**src/rtl/comp_mult_cfg_seq_pkg.sv**
```systemverilog
// rtl/comp_mult_cfg_seq_pkg.sv - register offsets, FSM states and completion codes for the config sequencer
package comp_mult_cfg_seq_pkg;

  localparam logic [2:0] RF_OFS_OP1   = 3'd0;
  localparam logic [2:0] RF_OFS_OP2   = 3'd1;
  localparam logic [2:0] RF_OFS_RES   = 3'd2;
  localparam logic [2:0] RF_OFS_NOOP  = 3'd3;
  localparam logic [2:0] RF_OFS_START = 3'd4;
  localparam logic [2:0] RF_OFS_STS   = 3'd5;

  localparam logic [2:0] CFG_LAST_IDX = 3'd5;

  typedef enum logic [1:0] {
    ST_IDLE   = 2'd0,
    ST_WR_CFG = 2'd1,
    ST_POLL   = 2'd2,
    ST_DONE   = 2'd3
  } state_e;

  typedef enum logic [1:0] {
    DONE_OK   = 2'd0,
    DONE_ZERO = 2'd1,
    DONE_TMO  = 2'd2,
    DONE_RSVD = 2'd3
  } done_code_e;

  // Write sequence: clear status first so a stale done bit cannot end the poll early.
  function automatic logic [2:0] cfg_ofs(input logic [2:0] idx);
    case (idx)
      3'd0:    return RF_OFS_STS;
      3'd1:    return RF_OFS_OP1;
      3'd2:    return RF_OFS_OP2;
      3'd3:    return RF_OFS_RES;
      3'd4:    return RF_OFS_NOOP;
      default: return RF_OFS_START;
    endcase
  endfunction

endpackage

```
**src/rtl/comp_mult_cfg_seq_if.sv**
```systemverilog
// rtl/comp_mult_cfg_seq_if.sv - job, register-file and completion signals of the config sequencer
interface comp_mult_cfg_seq_if #(
  parameter int unsigned SYS_AW = 32,
  parameter int unsigned REG_DW = 32,
  parameter int unsigned CNT_W  = 16
) ();

  logic              cmd_val;
  logic              cmd_rdy;
  logic [REG_DW-1:0] cmd_op1_addr;
  logic [REG_DW-1:0] cmd_op2_addr;
  logic [REG_DW-1:0] cmd_res_addr;
  logic [REG_DW-1:0] cmd_no_op;

  logic [SYS_AW-1:0] rf_addr;
  logic              rf_wr;
  logic [REG_DW-1:0] rf_cfg;
  logic [REG_DW-1:0] rf_sts;

  logic              done_val;
  logic              done_rdy;
  logic [1:0]        done_code;
  logic [CNT_W-1:0]  done_cycles;

  modport master (
    input  cmd_val, cmd_op1_addr, cmd_op2_addr, cmd_res_addr, cmd_no_op,
    input  rf_sts, done_rdy,
    output cmd_rdy, rf_addr, rf_wr, rf_cfg,
    output done_val, done_code, done_cycles
  );

  modport slave (
    output cmd_val, cmd_op1_addr, cmd_op2_addr, cmd_res_addr, cmd_no_op,
    output rf_sts, done_rdy,
    input  cmd_rdy, rf_addr, rf_wr, rf_cfg,
    input  done_val, done_code, done_cycles
  );

endinterface

```
**src/rtl/comp_mult_sat_cnt.sv**
```systemverilog
// rtl/comp_mult_sat_cnt.sv - saturating up-counter with synchronous clear and count enable
module comp_mult_sat_cnt #(
  parameter int unsigned W = 16
) (
  input  logic         clk,
  input  logic         rst_n,
  input  logic         clr_i,
  input  logic         en_i,
  output logic [W-1:0] cnt_o
);

  logic [W-1:0] cnt_q, cnt_d;

  always_comb begin
    cnt_d = cnt_q;
    if (clr_i) begin
      cnt_d = '0;
    end else if (en_i && (cnt_q != {W{1'b1}})) begin
      cnt_d = cnt_q + W'(1);
    end
  end

  always_ff @(posedge clk or negedge rst_n) begin
    if (!rst_n) begin
      cnt_q <= '0;
    end else begin
      cnt_q <= cnt_d;
    end
  end

  assign cnt_o = cnt_q;

endmodule

```
**src/rtl/comp_mult_cfg_seq.sv**
```systemverilog
// rtl/comp_mult_cfg_seq.sv - programs, starts and polls the complex multiplier register file per job
// Optional poll timeout with start clear: define CFG_SEQ_TIMEOUT_EN.
module comp_mult_cfg_seq
  import comp_mult_cfg_seq_pkg::*;
#(
  parameter int unsigned       SYS_AW      = 32,
  parameter logic [SYS_AW-1:0] RF_BADDR    = '0,
  parameter int unsigned       REG_DW      = 32,
  parameter int unsigned       CNT_W       = 16,
  parameter int unsigned       TIMEOUT_CYC = 1024
) (
  input  logic                clk,
  input  logic                rst_n,
  input  logic                sw_rst,
  comp_mult_cfg_seq_if.master bus
);

  state_e            state_q, state_d;
  logic [2:0]        idx_q, idx_d, nxt_idx;
  logic [REG_DW-1:0] op1_q, op1_d, op2_q, op2_d, res_q, res_d, no_op_q, no_op_d;
  logic              rf_wr_q, rf_wr_d;
  logic [SYS_AW-1:0] rf_addr_q, rf_addr_d;
  logic [REG_DW-1:0] rf_cfg_q, rf_cfg_d, cfg_data;
  done_code_e        done_code_q, done_code_d;
  logic              accept, in_poll;
  logic [CNT_W-1:0]  cyc_cnt;
  logic              sts_unused;

  function automatic logic [SYS_AW-1:0] rf_at(input logic [2:0] ofs);
    return RF_BADDR + SYS_AW'(ofs);
  endfunction

  assign accept     = (state_q == ST_IDLE) && bus.cmd_val;
  assign in_poll    = (state_q == ST_POLL);
  assign nxt_idx    = idx_q + 3'd1;
  assign sts_unused = ^bus.rf_sts[REG_DW-1:1];

  comp_mult_sat_cnt #(.W(CNT_W)) u_cyc_cnt (
    .clk   (clk),
    .rst_n (rst_n),
    .clr_i (sw_rst | accept),
    .en_i  (in_poll),
    .cnt_o (cyc_cnt)
  );

`ifdef CFG_SEQ_TIMEOUT_EN
  localparam int unsigned TMO_W = $clog2(TIMEOUT_CYC + 1);
  logic [TMO_W-1:0] tmo_cnt;
  logic             tmo_hit;

  comp_mult_sat_cnt #(.W(TMO_W)) u_tmo_cnt (
    .clk   (clk),
    .rst_n (rst_n),
    .clr_i (sw_rst | accept),
    .en_i  (in_poll),
    .cnt_o (tmo_cnt)
  );

  // tmo_cnt holds the polls already completed, so this fires on the TIMEOUT_CYC-th sample.
  assign tmo_hit = in_poll && (tmo_cnt == TMO_W'(TIMEOUT_CYC - 1));
`else
  localparam int unsigned TMO_CYC_UNUSED = TIMEOUT_CYC;
`endif

  always_comb begin
    cfg_data = '0;
    case (nxt_idx)
      3'd1:    cfg_data = op1_q;
      3'd2:    cfg_data = op2_q;
      3'd3:    cfg_data = res_q;
      3'd4:    cfg_data = no_op_q;
      3'd5:    cfg_data = REG_DW'(1);
      default: cfg_data = '0;
    endcase
  end

  always_comb begin
    state_d     = state_q;
    idx_d       = idx_q;
    op1_d       = op1_q;
    op2_d       = op2_q;
    res_d       = res_q;
    no_op_d     = no_op_q;
    rf_wr_d     = 1'b0;
    rf_addr_d   = rf_addr_q;
    rf_cfg_d    = rf_cfg_q;
    done_code_d = done_code_q;
    unique case (state_q)
      ST_IDLE: begin
        if (accept) begin
          op1_d   = bus.cmd_op1_addr;
          op2_d   = bus.cmd_op2_addr;
          res_d   = bus.cmd_res_addr;
          no_op_d = bus.cmd_no_op;
          idx_d   = 3'd0;
          state_d = ST_WR_CFG;
          // A zero-count job passes through WR_CFG silently and is rejected there.
          if (bus.cmd_no_op != '0) begin
            rf_wr_d   = 1'b1;
            rf_addr_d = rf_at(cfg_ofs(3'd0));
            rf_cfg_d  = '0;
          end
        end
      end
      ST_WR_CFG: begin
        if (no_op_q == '0) begin
          state_d     = ST_DONE;
          done_code_d = DONE_ZERO;
        end else if (idx_q == CFG_LAST_IDX) begin
          state_d   = ST_POLL;
          rf_addr_d = rf_at(RF_OFS_STS);
        end else begin
          idx_d     = nxt_idx;
          rf_wr_d   = 1'b1;
          rf_addr_d = rf_at(cfg_ofs(nxt_idx));
          rf_cfg_d  = cfg_data;
        end
      end
      ST_POLL: begin
        if (bus.rf_sts[0]) begin
          state_d     = ST_DONE;
          done_code_d = DONE_OK;
        end
`ifdef CFG_SEQ_TIMEOUT_EN
        else if (tmo_hit) begin
          state_d     = ST_DONE;
          done_code_d = DONE_TMO;
          rf_wr_d     = 1'b1;
          rf_addr_d   = rf_at(RF_OFS_START);
          rf_cfg_d    = '0;
        end
`endif
      end
      ST_DONE: begin
        if (bus.done_rdy) begin
          state_d = ST_IDLE;
        end
      end
      default: state_d = ST_IDLE;
    endcase
  end

  always_ff @(posedge clk or negedge rst_n) begin
    if (!rst_n) begin
      state_q     <= ST_IDLE;
      idx_q       <= '0;
      op1_q       <= '0;
      op2_q       <= '0;
      res_q       <= '0;
      no_op_q     <= '0;
      rf_wr_q     <= 1'b0;
      rf_addr_q   <= '0;
      rf_cfg_q    <= '0;
      done_code_q <= DONE_OK;
    end else if (sw_rst) begin
      state_q     <= ST_IDLE;
      idx_q       <= '0;
      op1_q       <= '0;
      op2_q       <= '0;
      res_q       <= '0;
      no_op_q     <= '0;
      rf_wr_q     <= 1'b0;
      rf_addr_q   <= '0;
      rf_cfg_q    <= '0;
      done_code_q <= DONE_OK;
    end else begin
      state_q     <= state_d;
      idx_q       <= idx_d;
      op1_q       <= op1_d;
      op2_q       <= op2_d;
      res_q       <= res_d;
      no_op_q     <= no_op_d;
      rf_wr_q     <= rf_wr_d;
      rf_addr_q   <= rf_addr_d;
      rf_cfg_q    <= rf_cfg_d;
      done_code_q <= done_code_d;
    end
  end

  assign bus.cmd_rdy     = (state_q == ST_IDLE);
  assign bus.rf_wr       = rf_wr_q;
  assign bus.rf_addr     = rf_addr_q;
  assign bus.rf_cfg      = rf_cfg_q;
  assign bus.done_val    = (state_q == ST_DONE);
  assign bus.done_code   = done_code_q;
  assign bus.done_cycles = cyc_cnt;

endmodule

```
**src/flat_wrapper.sv**
```systemverilog
// flat-port wrapper written by rule: the top's interface ports become plain ports
module comp_mult_cfg_seq_flat import comp_mult_cfg_seq_pkg::*;
#(
  parameter int unsigned       SYS_AW      = 32,
  parameter logic [SYS_AW-1:0] RF_BADDR    = '0,
  parameter int unsigned       REG_DW      = 32,
  parameter int unsigned       CNT_W       = 16,
  parameter int unsigned       TIMEOUT_CYC = 1024
)
  (clk, rst_n, sw_rst, bus_cmd_val, bus_cmd_op1_addr, bus_cmd_op2_addr, bus_cmd_res_addr, bus_cmd_no_op, bus_rf_sts, bus_done_rdy, bus_cmd_rdy, bus_rf_addr, bus_rf_wr, bus_rf_cfg, bus_done_val, bus_done_code, bus_done_cycles);
  comp_mult_cfg_seq_if #(.SYS_AW(SYS_AW), .REG_DW(REG_DW), .CNT_W(CNT_W)) bus_i ();
  input  logic clk;
  input  logic rst_n;
  input  logic sw_rst;
  input wire logic [$bits(bus_i.cmd_val)-1:0] bus_cmd_val;
  input wire logic [$bits(bus_i.cmd_op1_addr)-1:0] bus_cmd_op1_addr;
  input wire logic [$bits(bus_i.cmd_op2_addr)-1:0] bus_cmd_op2_addr;
  input wire logic [$bits(bus_i.cmd_res_addr)-1:0] bus_cmd_res_addr;
  input wire logic [$bits(bus_i.cmd_no_op)-1:0] bus_cmd_no_op;
  input wire logic [$bits(bus_i.rf_sts)-1:0] bus_rf_sts;
  input wire logic [$bits(bus_i.done_rdy)-1:0] bus_done_rdy;
  output wire logic [$bits(bus_i.cmd_rdy)-1:0] bus_cmd_rdy;
  output wire logic [$bits(bus_i.rf_addr)-1:0] bus_rf_addr;
  output wire logic [$bits(bus_i.rf_wr)-1:0] bus_rf_wr;
  output wire logic [$bits(bus_i.rf_cfg)-1:0] bus_rf_cfg;
  output wire logic [$bits(bus_i.done_val)-1:0] bus_done_val;
  output wire logic [$bits(bus_i.done_code)-1:0] bus_done_code;
  output wire logic [$bits(bus_i.done_cycles)-1:0] bus_done_cycles;
  assign bus_i.cmd_val = bus_cmd_val;
  assign bus_i.cmd_op1_addr = bus_cmd_op1_addr;
  assign bus_i.cmd_op2_addr = bus_cmd_op2_addr;
  assign bus_i.cmd_res_addr = bus_cmd_res_addr;
  assign bus_i.cmd_no_op = bus_cmd_no_op;
  assign bus_i.rf_sts = bus_rf_sts;
  assign bus_i.done_rdy = bus_done_rdy;
  assign bus_cmd_rdy = bus_i.cmd_rdy;
  assign bus_rf_addr = bus_i.rf_addr;
  assign bus_rf_wr = bus_i.rf_wr;
  assign bus_rf_cfg = bus_i.rf_cfg;
  assign bus_done_val = bus_i.done_val;
  assign bus_done_code = bus_i.done_code;
  assign bus_done_cycles = bus_i.done_cycles;
  comp_mult_cfg_seq #(.SYS_AW(SYS_AW), .RF_BADDR(RF_BADDR), .REG_DW(REG_DW), .CNT_W(CNT_W), .TIMEOUT_CYC(TIMEOUT_CYC)) u_core (.clk(clk), .rst_n(rst_n), .sw_rst(sw_rst), .bus(bus_i));
endmodule
```
**config.mk**
```make
export PLATFORM = sky130hd
export DESIGN_NAME = comp_mult_cfg_seq_flat
export DESIGN_NICKNAME = d
export VERILOG_FILES = /design/src/rtl/comp_mult_cfg_seq_pkg.sv /design/src/rtl/comp_mult_cfg_seq_if.sv /design/src/rtl/comp_mult_sat_cnt.sv /design/src/rtl/comp_mult_cfg_seq.sv /design/src/flat_wrapper.sv
export SDC_FILE = /design/constraint.sdc
export NUM_CORES = 1
export LEC_CHECK = 0
export ABC_AREA = 1
export CORE_AREA = 2 2 209 129
export DETAILED_ROUTE_END_ITERATION = 6
export DIE_AREA = 0 0 211 131
export PLACE_DENSITY = 0.68
export SLEW_MARGIN = 20
export SYNTH_ARGS = -nofsm -noshare
export SYNTH_HDL_FRONTEND = slang
export SYNTH_SLANG_ARGS = --single-unit
```
**constraint.sdc**
```tcl
create_clock -name clk -period 1.7 [get_ports clk]
set_clock_uncertainty 0.15 [all_clocks]
set_input_delay 0.17 -clock clk [delete_from_list [all_inputs] [get_ports clk]]
set_output_delay 0.17 -clock clk [all_outputs]
set_load 0.02 [all_outputs]
```
==> results of run 1 <==
==> cell families (layout without fill, tap and decap cells) <==
group           Yosys count  after routing
compound gates           33             33
xor+xnor                  8              8
fa+ha+maj                10             10
buf+inv                 156            541
flops                   186            186
other cells               1             30
simple gates            916            919
==> worst paths after layout <==
path                                  startpoint                     to  cells past startpoint
setup / recovery                 u_core.idx_q[0]  u_core.bus.rf_cfg[31]                     12
hold / removal                             rst_n       u_core.bus.rf_wr                      2
hold reg to reg            u_core.bus.rf_cfg[28]  u_core.bus.rf_cfg[28]                      2
setup reg to reg                 u_core.idx_q[0]  u_core.bus.rf_cfg[31]                     12
min in group clk            bus_cmd_op2_addr[26]       u_core.op2_q[26]                      3
max in group asynchronous                  rst_n       u_core.op1_q[19]                      3
==> per-stage QoR <==
stage	hold slack [ns]	utilization	setup TNS [ns]	total power [mW]
after detailed placement	-0.0371	0.518	-38.86	11.0
after global placement	-0.0400	0.518	-37.72	10.9
after CTS	0.0624	0.603	-16.87	17.1
final	0.0493	0.696	-26.93	20.0
after floorplan	-0.276	-	-0.401	8.43
after global routing	0.0815	0.696	-33.97	20.6
==> layout by cell type, fill, tap and decap left out, types with 7 or more instances in the layout <==
cell and n:
conb_1 30, nor2_1 84, nand2_4 82, dfrtp_1 180, nand2_1 231, inv_1 21, clkdlybuf4s50_1 132, buf_6 33
nand2_2 138, clkbuf_16 38, buf_12 40, nand3_2 87, o21ai_1 15, nor2_4 16, inv_2 7, nand3_1 170
ha_4 8, nand3_4 27, dlygate4sd2_1 51, buf_4 158, nor2_2 32, buf_16 14, buf_8 16, nand4_1 37
==> power by group <==
| group | total, mW | leakage (nW) | internal (mW) | switching (mW) |
|---|---|---|---|---|
| logic | 9.89 | 6.43 | 4.59 | 5.30 |
| registers | 5.79 | 2.52 | 5.11 | 0.678 |
| clock network | 4.33 | 0.301 | 2.41 | 1.92 |
| total | 20.0 | 9.26 | 12.1 | 7.90 |
==> routing by layer <==
metal  up-vias  part of all wire  track usage
li1       5058                 -            -
met1      5846              0.38        0.395
met4         0             0.038       0.0874
met2       912              0.45        0.437
met3       195              0.12       0.0970
met5         -                 0            0
==> final cells by class <==
cell class	count	share of cell area
well taps	336	0.0234
clock inverters	13	0.00911
repair buffers	473	0.303
multi-input cells	1000	0.371
flip-flops and latches	186	0.259
inverters	36	0.00904
clock buffers	19	0.0252
==> flip-flops by register name (all words and copies together), names as in the netlist <==
register,count
u_core.state_q,2
u_core.bus.done_code,1
u_core.u_cyc_cnt.cnt_o,16
u_core.bus.rf_addr,3
u_core.res_q,32
u_core.bus.rf_wr,1
u_core.op1_q,32
u_core.op2_q,32
u_core.idx_q,3
u_core.bus.rf_cfg,32
u_core.no_op_q,32
==> timing repair <==
| action | 4_1_cts | 5_1_grt |
|---|---|---|
| hold buffers | 1 | 0 |
| hold endpoints to repair | 186 | 0 |
| buffers inserted | 35 | 29 |
| cloned | 25 | 26 |
| pin swaps | 68 | 140 |
| endpoints found under the setup margin | 233 | 190 |
| gates resized for setup | 263 | 493 |
==> impl_metrics.json, run 1 <==
{
  "tightest_slew_ns": 0.520,
  "routed-via-count": 12000,
  "fin_crit_sh": 1.23,
  "num-fill-cells": 1726,
  "synth_xor_xnor_area_share": 0.00712,
  "synth_compound_area_frac": 0.0189,
  "pre_cts_ws_ns": -0.467,
  "endpoint_kind": "register",
  "drt_first_pass_iters": 6,
  "yosysSeqAreaShare": 0.473,
  "place_congestion": 0.940,
  "htreeDepth": 4,
  "cts_buffer_depth": 2,
  "io_buffers": 188,
  "synth_mux_area_frac": 0,
  "synth-seq-cells": 186,
  "rows": 46,
  "crit_type": "register to register",
  "die_x_um": 211,
  "synth_top_family_by_area": "simple AND/OR/NAND/NOR gates",
  "layout.nets": 1889,
  "drv_slew": 0,
  "grt_usage": 0.289,
  "crit_chain": "ha_4, inv_4, nand2_4, nand2_8, nand2_2, nand2_2, nand3_4, nand2_8, nor2_1, buf_4, nand4_1, nand2_1",
  "clockRootBuffer": "clkbuf_16",
  "p_per_area_nw_per_um2": 1110,
  "grt_overflow_total": 0,
  "cp.arrival_ns": 2.30,
  "maxSlewHeadroom": 0.653,
  "fin_cells": 2063,
  "place_area_um2": 13400,
  "core_area_um2": 25800,
  "multi_input_area_um2": 6670,
  "postSynth.asyncResetShare": 1.00,
  "synth-simple-area-share": 0.403,
  "dpl.cell_count": 1934,
  "path_max_fanout": 6,
  "synth_cells": 1310,
  "grt_max_degree": 52,
  "critPathSlowestCell": "dfrtp_2",
  "yosys.area.top_type": "dfrtp_1",
  "ys_top_cells_by_area": "dfrtp_1 (47%), nand2_1 (17%), nand3_1 (14%)",
  "start_util": 0.381,
  "grt_pass1_wl_um": 59900,
  "layout-drive-gt1-share": 0.439,
  "synth_edf_count": 0,
  "diodes": 0,
  "cpPeakStageDelay_ns": 0.46,
  "regArea_um2": 4660,
  "reg2reg_slack_ns": -0.40,
  "synth_fa_ha_area_frac": 0.0127,
  "synth_commonest_cells": "nand2_1 (445), nand3_1 (282), dfrtp_1 (186), nor2_1 (128), nand4_1 (37)",
  "synth-main-ff-cell": "dfrtp_1",
  "path_clk_slew_ns": 0.08,
  "clk_latency_ns": 0.46,
  "wirelength_um": 47700,
  "clkSinkCount": 186,
  "post_drt_via_cell_ratio": 5.82,
  "fin_ws_ns": -0.399,
  "cp_data_required_time_ns": 1.90,
  "period_needed_ns": 2.10,
  "startpoint_type": "register",
  "crit_family": "simple AND/OR/NAND/NOR gates",
  "setup_viol": 186,
  "yosysWarningCount": 0,
  "max_freq_ghz": 0.476,
  "status": "complete, but fails checks",
  "ir_drop_mv": 0.744,
  "route.detailed.drc": 0,
  "syn_area_um2": 9840,
  "synth.distinct_cells": 35,
  "synth.most_common_cell": "nand2_1",
  "dieArea_um2": 27600,
  "io_pins": 250,
  "failed_checks": "negative setup slack",
  "syn2layout_area_growth_pct": 82.8,
  "wire_per_inst_um": 23.1,
  "worst-path-buf-inv": 2,
  "rsz0062_at_grt": "true",
  "drt-initial-drc-count": 1495,
  "p_leak_nw": 9.26,
  "synth_area_per_cell_um2": 7.51,
  "die_h_um": 131,
  "antenna_found_initial": 0,
  "cts_tree": "built",
  "cts_made_buffers": 17,
  "cap_violations": 0,
  "ant_nets": 0,
  "hold_path.class": "input pin to asynchronous set/reset pin",
  "hold_viol_final": 0,
  "hpwl_um": 26200,
  "netlist.area_leader.share": 0.473,
  "first_global_vias": 10500,
  "fin_area_um2": 18000
}
No activity file was read; power rests on OpenSTA's default activity.
==> inputs of run 2 (changes only) <==
Settings changed: CORE_AREA 2 2 209 129 to 5 5 212 132, DIE_AREA 0 0 211 131 to 0 0 217 137.
==> run 2 against run 1 <==
The run still ends with negative setup slack left. Cell area fell by 3.2%. Hold slack got worse by 0.019 ns. Fmax rose by 0.30%.
==> impl_metrics.json, run 2 (synthesis gave the netlist of run 1 again) <==
{
  "status": "complete, but fails checks",
  "failed_checks": "negative setup slack",
  "cts_tree": "built",
  "wirelength_um": 46000,
  "mostFrequentLayoutCell": "nand2_1",
  "start_util": 0.381,
  "cap_violations": 0,
  "antenna_found_initial": 0,
  "clockRootBuffer": "clkbuf_16",
  "cpPeakStageDelay_ns": 0.45,
  "diodes": 0,
  "grt_max_degree": 64,
  "crit_family": "simple AND/OR/NAND/NOR gates",
  "final_cell_mix": "nand2_1 (233), nand3_1 (227), dfrtp_1 (179)",
  "period_needed_ns": 2.09,
  "drv_slew": 0,
  "fin_ws_ns": -0.393,
  "syn2layout_area_growth_pct": 76.9,
  "dpl.cell_count": 1952,
  "path_max_fanout": 6,
  "layout.nets": 1884,
  "path_clk_slew_ns": 0.08,
  "ir_drop_mv": 0.828,
  "cts_buffer_depth": 2,
  "fin_cells": 2058,
  "wire_per_inst_um": 22.3,
  "cp.arrival_ns": 2.33,
  "finalPower_mw": 19.2,
  "route.detailed.drc": 0,
  "layout-drive-gt1-share": 0.415,
  "r2r_cells": 13,
  "drt-initial-drc-count": 1396,
  "dieArea_um2": 29700,
  "place_congestion": 0.952,
  "crit_chain": "ha_4, inv_4, nand2_4, nand2_8, buf_12, buf_16, nand3_1, nand2_1, nor2_1, nor2_1, buf_4, nand4_1, nand2_1",
  "die_h_um": 137,
  "first_global_vias": 10400,
  "grt_overflow_total": 0,
  "hold_ws_ns": 0.0301,
  "htreeDepth": 4,
  "crit_type": "register to register",
  "hpwl_um": 27600,
  "core_area_um2": 25800,
  "power_frac_comb": 0.485,
  "die_x_um": 217,
  "drt_first_pass_iters": 5,
  "post_drt_via_cell_ratio": 5.57,
  "cts_made_buffers": 17,
  "io_pins": 250,
  "fin_crit_sh": 1.23,
  "grt_usage": 0.259,
  "worst-path-buf-inv": 4,
  "swShare": 0.396,
  "clk_latency_ns": 0.46,
  "routed-via-count": 11500,
  "critPathSlowestCell": "dfrtp_2",
  "cp.depth": 13,
  "cp_data_required_time_ns": 1.94,
  "pwr-share-seq": 0.301,
  "p_switching_mw": 7.60,
  "setup_viol": 171,
  "rsz0062_at_grt": "true",
  "clkSinkCount": 186,
  "grt_pass1_wl_um": 59500,
  "p_leak_nw": 8.98,
  "power_frac_clock": 0.214,
  "startpoint_type": "register",
  "hold_path.class": "input pin to asynchronous set/reset pin",
  "p_per_area_nw_per_um2": 1100,
  "num-fill-cells": 1835,
  "hold_viol_final": 0,
  "io_buffers": 188,
  "max_freq_ghz": 0.478,
  "endpoint_kind": "register",
  "internal-power_mw": 11.6,
  "rows": 46,
  "ant_nets": 0
}
==> run 2: cell types whose count changed in the layout (fill, tap and decap cells not counted), moves of 4 or more <==
cell / previous run / this run
o21ai_2: 6 / 12
nand2_4: 82 / 73
o21ai_1: 15 / 8
nand3_1: 170 / 227
nand3_4: 27 / 11
buf_16: 14 / 10
nor2_4: 16 / 32
nand2_2: 138 / 145
nand3_2: 87 / 46
nor2_1: 84 / 71
==> run 2: final cells by class <==
class                   instances  area (um2)  share of cell area
clock buffers                  19         453              0.0260
clock inverters                13         131             0.00755
inverters                      36         165             0.00949
multi-input cells             998        6310               0.362
flip-flops and latches        186        4660               0.268
well taps                     336         420              0.0241
repair buffers                470        5270               0.303
==> run 2: worst paths after layout <==
check	slack, ns	end	start
worst max-delay path	-0.39	u_core.bus.rf_cfg[4]	u_core.idx_q[0]
worst min-delay path	0.03	u_core.state_q[1]	rst_n
max in group asynchronous	0.71	u_core.res_q[19]	rst_n
worst max register to register	-0.39	u_core.bus.rf_cfg[4]	u_core.idx_q[0]
min in group clk	0.12	u_core.op1_q[22]	bus_cmd_op1_addr[22]
worst min register to register	0.33	u_core.bus.rf_cfg[18]	u_core.bus.rf_cfg[18]
==> run 2: metrics by stage <==
stage,util,area (um2),TNS [ns],setup WS [ns]
3_5_place_dp,0.523,13500,-34.79,-0.465
3_3_place_gp,0.523,13500,-32.54,-0.382
6_report,0.674,17400,-19.24,-0.393
5_1_grt,0.674,17400,-30.08,-0.433
4_1_cts,0.592,15300,-7.29,-0.238
2_1_floorplan,-,10100,-0.401,-0.0166
==> run 2: timing repair <==
item                                   CTS  global route
hold buffers                             1             0
setup buffers                           18            23
resized for setup                      273           404
setup endpoints to repair              220           175
pin swaps                               90            72
endpoints found under the hold margin  186             0
gates cloned                            11            24
==> run 2: layer usage <==
layer	part of all wire	global-route usage	routed length (um)	vias to the layer above
met2	0.45	0.391	20500	750
li1	-	-	-	5038
met3	0.12	0.0628	5370	155
met4	0.036	0.0607	1670	0
met5	0	0	0	-
met1	0.40	0.378	18500	5523
==> run 2: power groups by stage <==
stage / logic (mW) / clock network, mW / registers, mW
floorplan: 2.78 / 0 / 5.65
global placement: 5.55 / 0 / 5.58
detailed placement: 5.62 / 0 / 5.60
CTS: 6.86 / 4.08 / 5.55
global route: 9.67 / 4.33 / 5.82
finish: 9.29 / 4.10 / 5.78
==> RTL change, RTL diff (settings of run 2) <==
Build with the macro `CFG_SEQ_TIMEOUT_EN` defined.
--- a/src/rtl/comp_mult_cfg_seq.sv
+++ b/src/rtl/comp_mult_cfg_seq.sv
@@ -1,4 +1,6 @@
 // rtl/comp_mult_cfg_seq.sv - programs, starts and polls the complex multiplier register file per job
 // Optional poll timeout with start clear: define CFG_SEQ_TIMEOUT_EN.
+`define CFG_SEQ_TIMEOUT_EN
+
 module comp_mult_cfg_seq
   import comp_mult_cfg_seq_pkg::*;
Function: same outputs for any inputs over 4 cycles, from zero or initial values and one cycle with rst_n low; that may be too few to reach the edited logic, so the function may still have changed.
==> RTL change against run 2 <==
The run still ends with setup timing left; synthesized area is 1.2% higher; sequential share of layout area is 2.4 points higher; largest cell class unchanged; sequential power is 0.9% higher; setup slack worse by 160 ps; critical path depth is 2 lower; sequential cell count is 12 higher; routed wire length is 4.1% lower; hold slack better by 90 ps; utilization is 1.6 points lower; power is 0.51% lower; design area is 2.4% lower.
==> RTL change: results (changes against run 2) <==
RESULT_OF_THE_RUN='complete, but fails checks'
FAILING_CHECKS='setup timing'
NUMBER_OF_GLOBAL_ROUTE_VIAS_BEFORE_REPAIR=10282  # -1.3%
ROUTE.FINAL.WIRE_LENGTH_UM=44080  # -4.1%
AREA_SHARE_NONCLK_BUFFERS_PCT=30.24  # -0.035 points
SHARE_OF_FINAL_LAYOUT_CELL_AREA_TAKEN_BY_CLOCK_BUFFERS_AND_INVERTERS_PCT=3.158  # -0.20 points
SWSHARE_PCT=38.84  # -0.80 points
BUFFERS=483  # +2.8%
SHARE_OF_THE_FINAL_LAYOUT_CELL_AREA_IN_MULTI_INPUT_GATES_PCT=32.22  # -4.0 points
TIMING.CRITICAL_PATH.MAX_DELAY_FAMILY='buffers and inverters'
PATH_MAX_FANOUT=8  # +2
SETUP_VIOL_COUNT_FINAL=121  # -29%
NMULTIINPUTCOMBCELLS=887  # -11%
DETAILEDPLACE.WORSTSLACK_PS=-557.7  # -93.06 ps
VIAS=11369  # -0.85%
MIN_SETUP_SLACK_POST_ROUTE_PS=-554.8  # -161.9 ps
INV_COUNT=109  # +200%
POST_SYNTH_MAIN_AREA_CONTRIBUTORS='dfrtp_1 50%, nand2_1 13%, nand3_1 9.1%, o21ai_0 4.8%, inv_1 4.0%'
INPUT_OUTPUT_BUFFERS=189  # +0.53%
WORSTPATHARRIVAL_PS=2430  # +100 ps
TIMING.HOLD.WS_PS=119.8  # +89.74 ps
GLOBALROUTETOTALUTIL_PCT=25.15  # -0.73 points
NUM-FILL-CELLS=1909  # +4.0%
CTS_RESIZED=248  # -9.2%
DETAILEDROUTE.FIRSTITERATIONVIOLATIONS=1461  # +4.7%
CLKBUF_COUNT=21  # +2
TOTAL_LEAKAGE_POWER_nW=8.107  # -9.7%
GRT_START_MAX_NET_PINS=53  # -17%
PLACE_HPWL_UM=26560  # -3.8%
RR_ENDPOINT='u_core.bus.rf_cfg[17]'
GRT_PASS1_WL_UM=58050  # -2.5%
TIMING.SETUP.TNS_PS=-23930  # -4693 ps
CPPEAKSTAGEDELAY_PS=430  # -20 ps
-- RTL change: cell count changes after synthesis, moves of 12 or more --
cell and delta:
nand4_1 -29, o21ai_0 +78, nand3_1 -100, o22ai_1 +23, inv_1 +74, nand2_1 -102, a21oi_1 +38, dfrtp_1 +12
a221oi_1 +12, buf_2 -16, nor2_1 -36
-- RTL change: per-layer routing --
metal | up-vias | global-route usage (%) | share of wire [%]
li1 | 4965 | - | -
met1 | 5538 | 36.80 | 41
met2 | 724 | 37.07 | 44
met3 | 142 | 6.323 | 11
met4 | 0 | 7.226 | 3.6
met5 | - | 0 | 0
-- RTL change: logic make-up after synthesis --
kind of cell / Yosys count / share of synthesized area (%)
adder cells (fa/ha/maj): 12 / 1.508
XOR/XNOR: 10 / 0.8798
AND/OR/NAND/NOR: 653 / 28.18
AO/OA/AOI/OAI: 183 / 10.28
other: 1 / 0.03767
buffers and inverters: 205 / 9.350
flip-flops: 198 / 49.77
